`src/rtl/iob_rom_streamer.sv`:
```
// iob_rom_streamer
//   Read sequencer for one port of a synchronous ROM. A start command issues
//   a burst of consecutive reads from start_addr_i. The addresses wrap modulo
//   2**ADDR_W. The words are presented on a valid/ready stream with full
//   backpressure support.
//
//   Optional feature: define IOB_ROM_STREAMER_LAST_EN to add last_o, which
//   marks the final word of the burst.
//
// Ports
//   clk_i, rst_i            clock, synchronous active-high reset
//   start_i                 start pulse, sampled only in IDLE
//   start_addr_i, len_i     first address; word count (0 = no-op)
//   busy_o, done_o          burst in progress; one-cycle completion pulse
//   rom_r_en_o, rom_addr_o  ROM read request
//   rom_r_data_i            ROM data, valid one cycle after rom_r_en_o
//   data_o, valid_o, ready_i  output stream
//   last_o                  final-word marker (only with the macro)
module iob_rom_streamer #(
  parameter int DATA_W = 8,
  parameter int ADDR_W = 4
) (
  input  logic              clk_i,
  input  logic              rst_i,
  input  logic              start_i,
  input  logic [ADDR_W-1:0] start_addr_i,
  input  logic [ADDR_W:0]   len_i,
  output logic              busy_o,
  output logic              done_o,
  output logic              rom_r_en_o,
  output logic [ADDR_W-1:0] rom_addr_o,
  input  logic [DATA_W-1:0] rom_r_data_i,
  output logic [DATA_W-1:0] data_o,
  output logic              valid_o,
`ifdef IOB_ROM_STREAMER_LAST_EN
  output logic              last_o,
`endif
  input  logic              ready_i
);

  typedef enum logic [1:0] {S_IDLE, S_RUN, S_DONE} state_t;

  state_t              r_state;
  logic [ADDR_W-1:0]   r_addr;     // next address to read
  logic [ADDR_W-1:0]   r_addr_q;   // last issued address, held on the port
  logic [ADDR_W:0]     r_rem;      // reads still to issue
  logic                r_inflight; // ROM word arrives on rom_r_data_i this cycle
  logic [DATA_W-1:0]   r_mem [2];
  logic                r_rd, r_wr;
  logic [1:0]          r_cnt;

  logic [1:0] w_out;
  logic       w_issue, w_valid, w_xfer, w_push, w_pop, w_fin;

  // Words owed downstream: buffered plus the one on the ROM bus.
  assign w_out   = r_cnt + {1'b0, r_inflight};
  assign w_issue = (r_state == S_RUN) && (r_rem != '0) && (w_out < 2'd2);

  // The returning ROM word bypasses the empty FIFO. This gives the
  // two-cycle first-word latency. If that word is not taken, it is
  // pushed into the FIFO, so the FIFO head is the oldest word.
  assign w_valid = (r_cnt != 2'd0) || r_inflight;
  assign w_xfer  = w_valid && ready_i;
  assign w_pop   = w_xfer && (r_cnt != 2'd0);
  assign w_push  = r_inflight && !(w_xfer && (r_cnt == 2'd0));
  assign w_fin   = w_xfer && (r_rem == '0) && (w_out == 2'd1);

  assign valid_o    = w_valid;
  assign data_o     = (r_cnt != 2'd0) ? r_mem[r_rd] :
                      (r_inflight ? rom_r_data_i : '0);
  assign rom_r_en_o = w_issue;
  assign rom_addr_o = w_issue ? r_addr : r_addr_q;
  assign busy_o     = (r_state != S_IDLE);
  assign done_o     = (r_state == S_DONE);
`ifdef IOB_ROM_STREAMER_LAST_EN
  assign last_o     = w_valid && (r_rem == '0) && (w_out == 2'd1);
`endif

  always_ff @(posedge clk_i) begin
    if (rst_i) begin
      r_state    <= S_IDLE;
      r_addr     <= '0;
      r_addr_q   <= '0;
      r_rem      <= '0;
      r_inflight <= 1'b0;
      r_rd       <= 1'b0;
      r_wr       <= 1'b0;
      r_cnt      <= 2'd0;
      r_mem[0]   <= '0;
      r_mem[1]   <= '0;
    end else begin
      case (r_state)
        S_IDLE: if (start_i) begin
          if (len_i != '0) begin
            r_addr  <= start_addr_i;
            r_rem   <= len_i;
            r_state <= S_RUN;
          end else begin
            r_state <= S_DONE;
          end
        end
        S_RUN: begin
          if (w_issue) begin
            r_addr   <= r_addr + ADDR_W'(1);
            r_addr_q <= r_addr;
            r_rem    <= r_rem - (ADDR_W+1)'(1);
          end
          if (w_fin) r_state <= S_DONE;
        end
        default: r_state <= S_IDLE;
      endcase

      r_inflight <= w_issue;
      if (w_push) begin
        r_mem[r_wr] <= rom_r_data_i;
        r_wr        <= ~r_wr;
      end
      if (w_pop) r_rd <= ~r_rd;
      case ({w_push, w_pop})
        2'b10:   r_cnt <= r_cnt + 2'd1;
        2'b01:   r_cnt <= r_cnt - 2'd1;
        default: r_cnt <= r_cnt;
      endcase
    end
  end

endmodule

```
`config.mk`:
```
export PLATFORM = sky130hd
export DESIGN_NAME = iob_rom_streamer
export DESIGN_NICKNAME = d
export VERILOG_FILES = /design/src/rtl/iob_rom_streamer.sv
export SDC_FILE = /design/constraint.sdc
export NUM_CORES = 1
export LEC_CHECK = 0
export BUFFER_PORTS_ARGS = -buffer_cell sky130_fd_sc_hd__buf_2
export CAP_MARGIN = 30
export CORE_AREA = 2 2 78 80
export DETAILED_ROUTE_END_ITERATION = 7
export DIE_AREA = 0 0 80 82
export GPL_ROUTABILITY_DRIVEN = 0
export PLACE_DENSITY_LB_ADDON = 0.12
export SLEW_MARGIN = 40
export SYNTH_ARGS = -nofsm -noshare
export SYNTH_HDL_FRONTEND = slang
export SYNTH_SLANG_ARGS = --single-unit
```
`constraint.sdc`:
```
create_clock -name clk_i -period 2.09 [get_ports clk_i]
set_clock_uncertainty 0.2 [all_clocks]
set_input_delay 0.209 -clock clk_i [delete_from_list [all_inputs] [get_ports clk_i]]
set_output_delay 0.209 -clock clk_i [all_outputs]
set_load 0.005 [all_outputs]
```
==> reports/metrics.yaml <==
run_status:
  status: "finished with violations"
  violations: "setup timing"
synth:
  avgSynthCellArea_um2: 10.1
  syn_area_um2: 1930
  synth-compound-area-share_pct: 14.2
  synth_top_family_by_area: "simple AND/OR/NAND/NOR gates"
  synth_flop_cell: "dfxtp_1"
  synth_cell_types: 44
  ys_seq_area_share_pct: 46.6
  synth_nets: 217
  yosysWarnings: 0
  muxShareOfSynthArea_pct: 7.57
  netlist_instances: 192
  async_flop_share_pct: 0
  yosys.area_share.adder_pct: 2.59
  synth_seq_cells: 37
  synthXorXnorAreaFrac_pct: 2.27
  yosys.area_share.simple_pct: 22.8
  synth_edf_count: 16
setup_path:
  start_kind: "register"
  worstReg2RegEnd: "r_rem[0]"
  required_ps: 1680
  path_max_fanout: 5
  critical_path_buf_inv_count: 3
  critPathSlowestCell: "or3_4"
  critical_path.cell_chain: "inv_2, ha_4, nor4b_4, or3_4, inv_6, mux2_4, buf_6"
  crit_path_max_incr_delay_ps: 400
  rr_startpoint: "r_cnt[0]"
  crit_family: "simple AND/OR/NAND/NOR gates"
  reg2reg_depth: 8
  crit_type: "register to primary output"
  crit_arrival_ps: 1860
  rrSetupSlack_ps: 100
  cp-end-kind: "primary output"
cells_and_area:
  drive_gt1_share_pct: 37.5
  area_growth_pct: 33.1
  final_nets: 277
  diodes: 0
route:
  wl_mm: 4.50
  route.detailed.drc: 0
  vias_per_cell: 5.00
  drt_iter0_drc: 65
  routedWlPerCell_um: 13.7
  vias: 1641
  drt_pass1_iterations: 4
  ant_nets: 0
power_and_ir_drop:
  irDropWorstVdd_mv: 0.288
  power_density_nw_per_um2: 825
  leakage_nw: 1.08
  power_w: 0.00212
timing:
  min_period_ps: 2270
  min_period_over_period_pct: 108
  finalSetupViolCount: 5
  worst_slew_pin_slew_ps: 494
  slew_violations: 0
  worst_slack_ps: -177
  max_freq_mhz: 441
  hold_ws_ps: 33.6
  hold_violations: 0
  rsz0062_at_grt: "true"
  relSlewSlack_pct: 67.0
floorplan:
  die_area_um2: 6560
  fp.dieW_um: 80
  rows: 28
  start_util_pct: 33.6
  top_level_ports: 37
  die_h_um: 82
  core_area_um2: 5750
global_routing:
  grt_pass1_wl_mm: 7.48
  track_usage_pct: 14.8
  grt_overflow: 0
  grt_pass1_vias: 1584
  grt_max_degree: 20
  antenna_found_initial: 0
clock_network:
  cts.sinks: 37
  insertion_delay_ps: 280
  cts_buffers: 5
  clock_path_buffers: 2
  clock-root-buffer: "clkbuf_8"
  cts_tree: "built"
  htreeDepth: 2
  clkSlewWorstSetupHoldPaths_ps: 80
min_path:
  hold_path.class: "input port to register"
  min_path_cells: 2
  hp-start: "rom_r_data_i[4]"
  whs_endpoint: "r_mem[1][4]"
placement:
  dp_hpwl_mm: 3.25
  port_buffers: 36
job:
  drv_cap: 0
==> per-layer routing <==
metal / vias to the layer above / global-route usage, % / part of all wire [%]
li1: 817 / - / -
met1: 791 / 18.2 / 46
met2: 31 / 26.0 / 50
met3: 2 / 3.41 / 3.4
met4: 0 / 4.07 / 0.49
met5: - / 0 / 0
==> cells in the final DEF (no fill, tap or decap), types with 4 or more instances in the layout <==
master    synthesis  routed
nor3_1            8       8
o21ai_0          13      13
nand3_1          10      10
a21oi_1           5       5
buf_6             2       6
mux2_4            3       4
and2_1           20      20
nor2_1           16      15
buf_2             0      32
nand2_1           8       8
buf_4             0      23
dfxtp_1          21      18
edfxtp_1         16      16
inv_1             6       4
clkbuf_8          0       5
mux2i_1           9       9
==> power breakdown <==
group          switching (W)  internal [W]  total, W
clock network       0.000249      0.000474  0.000723
registers          0.0000491      0.000813  0.000862
logic               0.000256      0.000280  0.000537
total               0.000554       0.00157   0.00212
==> state kept, by name, summed over array words and instances (netlist names), named ones only <==
register	cells
r_cnt	2
r_mem	16
r_rem	5
r_addr_q	4
r_wr	1
r_rd	1
r_inflight	1
r_addr	4
r_state	2
==> cell type report <==
cell class | count | area, um2
Multi-Input combinational cell | 139 | 998
Timing Repair Buffer | 62 | 410
Fill cell | 602 | 3170
Tap cell | 75 | 93.8
Clock inverter | 3 | 65.1
Clock buffer | 5 | 68.8
Inverter | 7 | 31.3
Sequential cell | 37 | 905
==> cells in the mapped netlist (4+ instances only) <==
library cell  number  area (um2)
dfxtp_1           21         420
and2_1            20         125
edfxtp_1          16         480
nor2_1            16        60.1
o21ai_0           13        65.1
nand3_1           10        50.1
mux2i_1            9        90.1
nand2_1            8        30.0
nor3_1             8        40.0
clkbuf_1           7        26.3
inv_1              6        22.5
a21oi_1            5        25.0
ha_1               4        50.1
==> stage by stage <==
step	setup TNS [ps]	setup WS, ps	instance area [um2]	util, %	cells
5_1_grt	-1170	-266	2570	44.8	328
2_1_floorplan	-50.0	-29.7	1950	-	192
4_1_cts	-867	-208	2520	43.8	324
3_5_place_dp	0	9.36	2330	40.5	314
6_report	-742	-177	2570	44.8	328
3_3_place_gp	0	25.1	2330	40.5	314
==> how the worst max path moves through the flow <==
stage          cells past startpoint  slack (ps)  startpoint       endpoint
2_1_floorplan                      9         -30    r_rem[0]    r_addr_q[3]
3_3_place_gp                       7          30    r_rem[0]  rom_addr_o[2]
3_5_place_dp                       7           9    r_rem[0]  rom_addr_o[2]
4_1_cts                            7        -210    r_rem[0]  rom_addr_o[1]
5_1_grt                            7        -270    r_rem[0]  rom_addr_o[3]
6_report                           7        -180    r_rem[0]  rom_addr_o[1]
==> repair_timing <==
| action | 4_1_cts | 5_1_grt |
|---|---|---|
| hold endpoints to repair | 1 | 0 |
| buffers inserted | 2 | 4 |
| pin swaps | 1 | 3 |
| gates resized for setup | 8 | 6 |
| hold buffers | 1 | 0 |
| endpoints found under the setup margin | 5 | 5 |
==> kinds of logic after synthesis <==
logic type	after synthesis
simple gates	78
compound gates	39
flops	37
buf+inv	16
mux	13
xor+xnor	5
fa+ha+maj	4
Note: power is estimated with default switching activity, not from simulation.
